**config.mk**
```make
export PLATFORM = sky130hd
export DESIGN_NAME = i2c_master_arbiter
export DESIGN_NICKNAME = d
export VERILOG_FILES = /design/src/rtl/i2c_pkg.sv /design/src/rtl/i2c_line_monitor.sv /design/src/rtl/i2c_master_arbiter.sv
export SDC_FILE = /design/constraint.sdc
export NUM_CORES = 1
export LEC_CHECK = 0
export CORE_MARGIN = 10
export CORE_UTILIZATION = 30
export DETAILED_ROUTE_END_ITERATION = 6
export GPL_TIMING_DRIVEN = 0
export PLACE_DENSITY_LB_ADDON = 0.12
export SLEW_MARGIN = 20
export SYNTH_ARGS = -nofsm -noshare
export SYNTH_HDL_FRONTEND = slang
export SYNTH_SLANG_ARGS = --single-unit
export TNS_END_PERCENT = 10
```
**constraint.sdc**
```tcl
create_clock -name system_clk -period 2.73 [get_ports system_clk]
set_clock_uncertainty 0.15 [all_clocks]
set_input_delay 0.546 -clock system_clk [delete_from_list [all_inputs] [get_ports system_clk]]
set_output_delay 0.546 -clock system_clk [all_outputs]
set_load 0.1 [all_outputs]
```
**src/rtl/i2c_pkg.sv**
```systemverilog
// Shared types and constants for the two-master I2C arbiter.
//   arb_state_t      : arbiter FSM states
//   owner_idx_t      : index of the upstream master that owns the bus
//   DEFAULT_DEBOUNCE : default number of equal samples needed to accept a line level
package i2c_pkg;

  typedef enum logic [1:0] {
    IDLE    = 2'd0,
    GRANT0  = 2'd1,
    GRANT1  = 2'd2,
    HOLDOFF = 2'd3
  } arb_state_t;

  typedef logic owner_idx_t;

  localparam int unsigned DEFAULT_DEBOUNCE = 5;

endpackage

```
**src/rtl/i2c_line_monitor.sv**
```systemverilog
// Per-master line monitor: 2-FF synchroniser, debounce filter and START/STOP detection.
// Ports:
//   system_clk : clock, all state on posedge
//   reset      : asynchronous, active-high
//   scl_raw    : raw SCL level at the master's pins
//   sda_raw    : raw SDA level at the master's pins
//   scl_edge   : 1-cycle pulse on any filtered SCL transition
//   start      : 1-cycle pulse, filtered SDA fell while filtered SCL high for 2 cycles
//   stop       : 1-cycle pulse, filtered SDA rose while filtered SCL high for 2 cycles
module i2c_line_monitor import i2c_pkg::*; #(
  parameter int unsigned DEBOUNCE = DEFAULT_DEBOUNCE
) (
  input  logic system_clk,
  input  logic reset,
  input  logic scl_raw,
  input  logic sda_raw,
  output logic scl_edge,
  output logic start,
  output logic stop
);

  localparam int unsigned CntW = (DEBOUNCE > 1) ? $clog2(DEBOUNCE) : 1;
  localparam logic [CntW-1:0] CntMax = CntW'(DEBOUNCE - 1);

  // Bit 0 = SCL, bit 1 = SDA. Everything resets to the idle-high bus level.
  logic [1:0]      sync1_q, sync2_q, filt_q, prev_q;
  logic [CntW-1:0] cnt_q [2];

  always_ff @(posedge system_clk or posedge reset) begin
    if (reset) begin
      sync1_q  <= 2'b11;
      sync2_q  <= 2'b11;
      filt_q   <= 2'b11;
      prev_q   <= 2'b11;
      cnt_q[0] <= '0;
      cnt_q[1] <= '0;
    end else begin
      sync1_q <= {sda_raw, scl_raw};
      sync2_q <= sync1_q;
      prev_q  <= filt_q;
      for (int i = 0; i < 2; i++) begin
        // Count consecutive samples that disagree with the accepted level; any
        // agreeing sample restarts the count.
        if (sync2_q[i] == filt_q[i]) begin
          cnt_q[i] <= '0;
        end else if (cnt_q[i] == CntMax) begin
          filt_q[i] <= sync2_q[i];
          cnt_q[i]  <= '0;
        end else begin
          cnt_q[i] <= cnt_q[i] + CntW'(1);
        end
      end
    end
  end

  always_comb begin
    scl_edge = filt_q[0] ^ prev_q[0];
    start    = filt_q[0] & prev_q[0] & prev_q[1] & ~filt_q[1];
    stop     = filt_q[0] & prev_q[0] & ~prev_q[1] & filt_q[1];
  end

endmodule

```
**src/rtl/i2c_master_arbiter.sv**
```systemverilog
// Shares one I2C repeater master-side port between two upstream masters. The first master
// to issue START owns the bus; the other is clock-stretched until the bus is released by
// the owner's STOP or by an SCL inactivity timeout, followed by a bus-free hold-off.
// Ports:
//   system_clk   : clock, all state on posedge
//   reset        : asynchronous, active-high
//   m_scl_in     : raw SCL level at master k's pins (k = 0,1)
//   m_sda_in     : raw SDA level at master k's pins
//   m_scl_oe     : 1 = pull master k's SCL low (stretch)
//   m_sda_oe     : 1 = pull master k's SDA low (slave data / ACK towards owner)
//   rep_scl      : SCL to the repeater master side
//   rep_sda_oe   : 1 = pull repeater master-side SDA low
//   rep_sda_in   : level of repeater master-side SDA
//   rep_dir_miso : repeater direction tap, 1 = slave drives SDA
//   grant        : one-hot owner, 00 = none
//   busy         : arbiter not idle
//   timeout_err  : 1-cycle pulse on forced release
//   collision    : 1-cycle pulse when both masters START in the same cycle
module i2c_master_arbiter import i2c_pkg::*; #(
  parameter int unsigned DEBOUNCE    = DEFAULT_DEBOUNCE,
  parameter int unsigned TIMEOUT_CYC = 500000,
  parameter int unsigned BUF_CYC     = 250
) (
  input  logic       system_clk,
  input  logic       reset,
  input  logic [1:0] m_scl_in,
  input  logic [1:0] m_sda_in,
  output logic [1:0] m_scl_oe,
  output logic [1:0] m_sda_oe,
  output logic       rep_scl,
  output logic       rep_sda_oe,
  input  logic       rep_sda_in,
  input  logic       rep_dir_miso,
  output logic [1:0] grant,
  output logic       busy,
  output logic       timeout_err,
  output logic       collision
);

  localparam int unsigned IdleW = $clog2(TIMEOUT_CYC);
  localparam int unsigned BufW  = $clog2(BUF_CYC);
  localparam logic [IdleW-1:0] IdleMax = IdleW'(TIMEOUT_CYC - 1);
  localparam logic [BufW-1:0]  BufMax  = BufW'(BUF_CYC - 1);

  logic [1:0] scl_edge, start, stop;

  for (genvar k = 0; k < 2; k++) begin : g_mon
    i2c_line_monitor #(
      .DEBOUNCE (DEBOUNCE)
    ) u_mon (
      .system_clk (system_clk),
      .reset      (reset),
      .scl_raw    (m_scl_in[k]),
      .sda_raw    (m_sda_in[k]),
      .scl_edge   (scl_edge[k]),
      .start      (start[k]),
      .stop       (stop[k])
    );
  end

  arb_state_t       state_q, state_d;
  owner_idx_t       last_owner_q, last_owner_d;
  logic [IdleW-1:0] idle_cnt_q, idle_cnt_d;
  logic [BufW-1:0]  buf_cnt_q, buf_cnt_d;
  logic             timeout_q, timeout_d;
  logic             collision_q, collision_d;

  logic       owner_valid;
  owner_idx_t owner;

  assign owner_valid = (state_q == GRANT0) || (state_q == GRANT1);
  assign owner       = (state_q == GRANT1);

  always_ff @(posedge system_clk or posedge reset) begin
    if (reset) begin
      state_q      <= IDLE;
      last_owner_q <= 1'b1;
      idle_cnt_q   <= '0;
      buf_cnt_q    <= '0;
      timeout_q    <= 1'b0;
      collision_q  <= 1'b0;
    end else begin
      state_q      <= state_d;
      last_owner_q <= last_owner_d;
      idle_cnt_q   <= idle_cnt_d;
      buf_cnt_q    <= buf_cnt_d;
      timeout_q    <= timeout_d;
      collision_q  <= collision_d;
    end
  end

  always_comb begin
    state_d      = state_q;
    last_owner_d = last_owner_q;
    idle_cnt_d   = idle_cnt_q;
    buf_cnt_d    = buf_cnt_q;
    timeout_d    = 1'b0;
    collision_d  = 1'b0;
    unique case (state_q)
      IDLE: begin
        idle_cnt_d = '0;
        buf_cnt_d  = '0;
        if (start[0] && start[1]) begin
          // Simultaneous START: alternate away from the previous owner.
          collision_d = 1'b1;
          if (last_owner_q) begin
            state_d      = GRANT0;
            last_owner_d = 1'b0;
          end else begin
            state_d      = GRANT1;
            last_owner_d = 1'b1;
          end
        end else if (start[0]) begin
          state_d      = GRANT0;
          last_owner_d = 1'b0;
        end else if (start[1]) begin
          state_d      = GRANT1;
          last_owner_d = 1'b1;
        end
      end
      GRANT0, GRANT1: begin
        // STOP is checked first so it beats a coincident timeout.
        if (stop[owner]) begin
          state_d    = HOLDOFF;
          idle_cnt_d = '0;
        end else if (idle_cnt_q == IdleMax) begin
          state_d    = HOLDOFF;
          timeout_d  = 1'b1;
          idle_cnt_d = '0;
        end else if (scl_edge[owner]) begin
          idle_cnt_d = '0;
        end else begin
          idle_cnt_d = idle_cnt_q + IdleW'(1);
        end
      end
      HOLDOFF: begin
        if (buf_cnt_q == BufMax) begin
          state_d   = IDLE;
          buf_cnt_d = '0;
        end else begin
          buf_cnt_d = buf_cnt_q + BufW'(1);
        end
      end
      default: state_d = IDLE;
    endcase
  end

  // Forwarding uses the raw pins so downstream timing is not delayed by the filters.
  // The direction tap decides which side drives SDA, breaking the open-drain loop.
  always_comb begin
    grant       = {state_q == GRANT1, state_q == GRANT0};
    busy        = (state_q != IDLE);
    timeout_err = timeout_q;
    collision   = collision_q;
    rep_scl     = owner_valid ? m_scl_in[owner] : 1'b1;
    rep_sda_oe  = owner_valid & ~rep_dir_miso & ~m_sda_in[owner];
    m_sda_oe    = 2'b00;
    if (owner_valid) begin
      m_sda_oe[owner] = rep_dir_miso & ~rep_sda_in;
    end
    unique case (state_q)
      GRANT0:  m_scl_oe = 2'b10;
      GRANT1:  m_scl_oe = 2'b01;
      HOLDOFF: m_scl_oe = 2'b11;
      default: m_scl_oe = 2'b00;
    endcase
  end

endmodule

```
==> results of run 1 <==
## cells in the mapped netlist (3+ instances only)
library cell	instances	area share, %
xnor2_1	5	1.4
nand2_1	28	3.3
a21o_1	4	0.95
dfstp_2	17	14
a211o_1	3	0.83
clkbuf_1	3	0.36
o21ai_0	13	2.1
inv_1	22	2.6
buf_6	4	1.4
nand4_1	4	0.79
nor2_1	19	2.3
nand4b_1	4	1.1
o31a_1	4	1.1
dfrtp_1	43	34
ha_1	19	7.5
mux2i_1	5	1.6
nor3_1	10	1.6
xor2_1	3	0.83
o21a_1	3	0.72
nand3_1	12	1.9
mux2_2	5	1.8
o31ai_1	7	1.7
o311ai_0	3	0.83
nor4_1	6	1.2
nor3b_1	6	1.4
nor2b_1	8	1.6
## flip-flops by register name, indices dropped and copies added, names as in the netlist
signal / count
g_mon.u_mon.sync1_q: 4
g_mon.u_mon.cnt_q: 12
idle_cnt_q: 19
buf_cnt_q: 8
g_mon.u_mon.filt_q: 4
g_mon.u_mon.sync2_q: 4
timeout_err: 1
state_q: 2
collision: 1
g_mon.u_mon.prev_q: 4
last_owner_q: 1
## where the power goes
part	total (uW)	leakage [uW]	switching (uW)	internal (uW)
clock network	727	0.0000856	395	331
registers	1240	0.000761	138	1100
logic	1860	0.000716	1270	587
## worst max path at each step
| stage | startpoint | end | slack [ns] |
|---|---|---|---|
| after floorplan | state_q[0] | m_scl_oe[0] | -0.09 |
| after global placement | reset | buf_cnt_q[0] | -0.78 |
| after detailed placement | state_q[0] | m_sda_oe[1] | -0.63 |
| after CTS | state_q[0] | rep_scl | -0.1 |
| after global routing | state_q[0] | idle_cnt_q[15] | -0.007 |
| final | state_q[1] | m_sda_oe[1] | 0.11 |
## worst max-delay path, cell delays in order, from the launching register on
cell and delay (ns):
dfrtp_1 0.41, inv_1 0.11, ha_2 0.39, clkbuf_4 0.22, and4b_1 0.24, buf_8 0.21
## cells by family after synthesis
group	count (synthesis)	synth area share [%]
mux	11	3.73
compound gates	53	12.7
buf+inv	34	5.36
fa+ha+maj	19	7.55
xor+xnor	8	2.22
flops	60	48.4
simple gates	114	20.1
## final cells by class
type	instances	area, um^2
clock inverters	7	51.3
well taps	136	170
flip-flops and latches	60	1520
fillers	1063	6540
clock buffers	9	124
plain buffers	12	90.1
inverters	22	85.1
repair buffers	19	186
multi-input cells	205	1510
## cells in the final DEF, fill, tap and decap left out, types with 9 or more instances in the layout
cell	count
ha_1	17
dfstp_2	17
nor2_1	19
nand3_1	11
inv_1	19
clkbuf_8	9
clkdlybuf4s50_1	9
o21ai_0	13
nand2_1	28
dfrtp_1	42
nor3_1	10
## metrics by stage
stage               utilization [%]  setup slack (ns)
finish                         36.4             0.113
global route                   36.4          -0.00660
CTS                            36.3           -0.0986
detailed placement             34.6            -0.630
global placement               34.4            -0.779
floorplan                         -           -0.0891
## repair_timing
item | 4_1_cts | 5_1_grt
gates resized for setup | 38 | 15
cloned | 0 | 0
setup endpoints to repair | 9 | 18
## per-layer routing
layer  up-vias  wire (um)
li1       1133          -
met1      1105       3350
met2        38       3010
met3        12        240
met4         0        159
met5         -          0
==> run metrics, run 1 <==
status=complete, no violations; CTS Buffer Depth=2; Die ar.=15000 um^2; Max FO, Critical Path=10; via count=between 2k and 2.5k; non-filler instance count after layout=470; # port buffers=18; H-tree Lvls=3; worst reg2reg startpoint=state_q[0]; Cell Pwr Density=1020 nW/um^2; die height=122 um; routing usage on met1=13.0%; nature of the critical path endpoint=primary output; RR Endpoint=idle_cnt_q[15]; hold_ws=0.207 ns; post-CTS setup buffer count=0; largest net degree at the start of global routing=38; ratio of final minimum period to clock period=95.9%; fin area=3740 um^2; DR WL/cell=14.4 um; CP arrival=1.92 ns; clk slew on worst S/H paths=0.07 ns; met2 GRT Util=15.0%; main flop type after synthesis=dfrtp_1; peak supply drop=0.00103 V; Root Driver=clkbuf_8; fraction of the yosys area taken by sequential cells=48.4%; Yosys reg bits=60; gr usage total=under 10%; Avg Cell Area, Syn=10.5 um^2; share of cells above drive strength 1=22.8%; grt peak-use layer=met2; Worst R2R Setup Slack=0.15 ns; Row Count=37; Yosys warning count=0; RSZ-0062 raised after global routing=true; R2R depth=8; Yosys cell types=55; Startpoint Class=register; clk_lat worst skew=0.35 ns; setup violators final=0; Data required, critical path=2.03 ns; Layout area overhead=18.7%; GPL Wtd Cong=0.794; 1st-pass router iterations=5; post-DP HPWL=between 4000 and 5000 um; global-route wire length before repair=11800 um; EDFF count, synth=0; DP Cell Count=454; DRC Markers=0; final wirelength=between 6000 and 7000 um; CTS tree=done; fin crit period=2.62 ns; Max Cap Viol=0; Final nets=356; Slew Viols, Final=0; core box area=10300 um^2; Setup CP Type=register to primary output; number of diodes=0; vias in the first global route=2371; Max Clk Rate=0.382 GHz; initial DRC count=roughly 200; LEAKAGE=0.00156 uW; Worst Hold Launch=g_mon[0].u_mon.sync1_q[0]; DR vias/cell=4.87; CTS Sinks=60; Synth Net Count=326; Tot Pwr=3820 uW; CTS hold repair buffers=0; post-route antenna net violation count=0; hold depth=0; antenna violations before repair=0; Gate Count Post-Synth=299; grt ovf=0; asr flop ratio synth=100%; Hold Path Sink=g_mon[0].u_mon.sync2_q[0]; Least-Margin Pin Slew=between 0.9 and 1 ns; Final Hold Fails=0; Initial Utilization=30.6%; CTS buffer count=9; Worst slew margin=34.4%; die width=between 100 and 150 um; Placed Instance Area=3560 um^2; HP Class=register to register; Cell Area, Synth=3150 um^2; Ports=19; setup_tns=0 ns; met3 global-route usage=2.16%
Power figures use the tool's default switching activity.
==> run 2: changes to the inputs <==
==> constraint.sdc (replaced) <==
create_clock -name system_clk -period 2.73 [get_ports system_clk]
set_clock_uncertainty 0.15 [all_clocks]
set_input_delay 0.4095 -clock system_clk [delete_from_list [all_inputs] [get_ports system_clk]]
set_output_delay 0.4095 -clock system_clk [all_outputs]
set_load 0.1 [all_outputs]
==> run 2 against run 1 <==
- routed wire length up 0.38%
- setup slack worse by 0.016 ns
- clock-buffer cell count up 1
- global-route usage down 0.12 points
- sequential share of layout area down 0.37 points
- utilization up 0.33 points
- worst hold slack about the same
- sequential power about the same
- final cell count unchanged
- non-clock buffer count unchanged
- register-to-register slack about the same
- critical path depth down 1
- highest routed layer unchanged
==> run metrics, run 2 (same netlist as run 1, synthesis figures left out) <==
post-route antenna net violation count=0; Biggest register=idle_cnt_q; status=complete, no violations; RSZ-0062 raised after global routing=true; clk_lat worst skew=0.34 ns; most common cell after layout, fill and taps aside=dfrtp_1; switching power=1780 uW; Root Driver=clkbuf_8; CTS Sinks=60; area occupied by multi-input gates=1500 um^2; crit-path cells=inv_1 -> ha_1 -> inv_1 -> clkdlybuf4s15_1; post-DP HPWL=approximately 4700 um; grt ovf=0; Switching Share=44.9%; Int Power=2190 uW; HP Class=register to register; met2 wire len=~3100 um; DRC Markers=0; ratio of final minimum period to clock period=96.4%; 1st-pass router iterations=4; gr usage total=9.83%; Post-Route Utilization=36.7%; H-tree Lvls=3; die width=between 100 and 150 um; CTS hold repair buffers=0; Worst slew margin=34.4%; Final nets=356; via count=2254; # port buffers=18; Filler cells=1039; Row Count=37; Largest regs=idle_cnt_q (19), g_mon.u_mon.cnt_q (12), buf_cnt_q (8); nature of the critical path endpoint=primary output; CP arrival=around 2.1 ns; vias in the first global route=around 2.3k; Max Cap Viol=0; setup violators final=0; CTS tree=done; global-route wire length before repair=roughly 12000 um; number of diodes=0; most frequent cells in the layout=dfrtp_1, nand2_1, inv_1, nor2_1, ha_1; core box area=10300 um^2; hold_ws=0.207 ns; Cell Pwr Density=1050 nW/um^2; Slew Viols, Final=0; CTS buffer count=9; most frequent CP cell=inv_1; clock group share of total power=22.5%; Max Clk Rate=0.380 GHz; Worst Path Buf+Inv=3; initial DRC count=130; Setup CP Type=register to primary output; peak supply drop=0.000772 V; Initial Utilization=a little under a third; Max FO, Critical Path=4; clk slew on worst S/H paths=0.07 ns; Largest register FFs=19; Worst R2R Setup Slack=0.16 ns; DR vias/cell=4.80; LEAKAGE=0.00158 uW; met1 WL=approximately 3400 um; Placed Instance Area=3550 um^2; part of the power in registers=a little under a third; crit path max-delay cell type=clkdlybuf4s15_1; share of cells above drive strength 1=21.3%; final wirelength=6780 um; Top Layer Used=met4; delay of the slowest critical-path stage=between 0.8 and 0.9 ns; Die ar.=15000 um^2; Startpoint Class=register; Tot Pwr=3970 uW; Storage cell area=1520 um^2; GPL Wtd Cong=0.779; Final Hold Fails=0; Routed met3 length=157 um; DR WL/cell=between 10 and 15 um; Least-Margin Pin Slew=0.980 ns; fin crit period=2.63 ns; antenna violations before repair=0; largest net degree at the start of global routing=37; fin area=3770 um^2; CTS Buffer Depth=2; die height=122 um; combinational power share=46.3%; Data required, critical path=between 2 and 2.5 ns; Ports=19; Crit path max-delay family=buffers and inverters; Layout area overhead=19.8%
[run 2: what timing repair did]
item / 4_1_cts / 5_1_grt
pin swaps: 0 / 0
resized for setup: 29 / 13
setup endpoints to repair: 9 / 13
setup buffers: 0 / 0
[run 2: worst paths after layout]
check / end / startpoint / cells past startpoint
min in group asynchronous: collision / reset / 2
min: g_mon[0].u_mon.sync2_q[0] / g_mon[0].u_mon.sync1_q[0] / 0
min reg2reg: g_mon[0].u_mon.sync2_q[0] / g_mon[0].u_mon.sync1_q[0] / 0
max reg2reg: idle_cnt_q[15] / state_q[0] / 8
max in group asynchronous: g_mon[0].u_mon.sync2_q[1] / reset / 3
max: busy / state_q[1] / 4
[run 2: power groups by stage]
stage / registers [uW] / clock network, uW / logic, uW
final: 1240 / 894 / 1840
after global routing: 1270 / 971 / 2010
after CTS: 1240 / 927 / 1860
after detailed placement: 1250 / 0 / 1880
after global placement: 1250 / 0 / 1880
after floorplan: 1220 / 0 / 1430
[run 2: stage by stage]
step,setup TNS [ns],cells,worst slack [ns]
floorplan,-0.486,299,-0.486
global placement,-28.56,453,-0.629
detailed placement,-1.40,454,-0.497
CTS,0,470,0.00781
global route,-0.0166,470,-0.0128
finish,0,470,0.0976
[run 2: cell type report]
type                            count  area share, %
Sequential cell                    60           40.4
Multi-Input combinational cell    205           39.8
Timing Repair Buffer               19           4.98
Tap cell                          136           4.51
Clock buffer                       10           3.38
Clock inverter                      6           2.35
Buffer                             12           2.32
Inverter                           22           2.26
[run 2: layer usage]
layer  vias up  GRT usage (%)
li1       1130              -
met1      1096           12.7
met2        17           14.9
met3        11           2.07
met4         0           5.67
met5         -              0
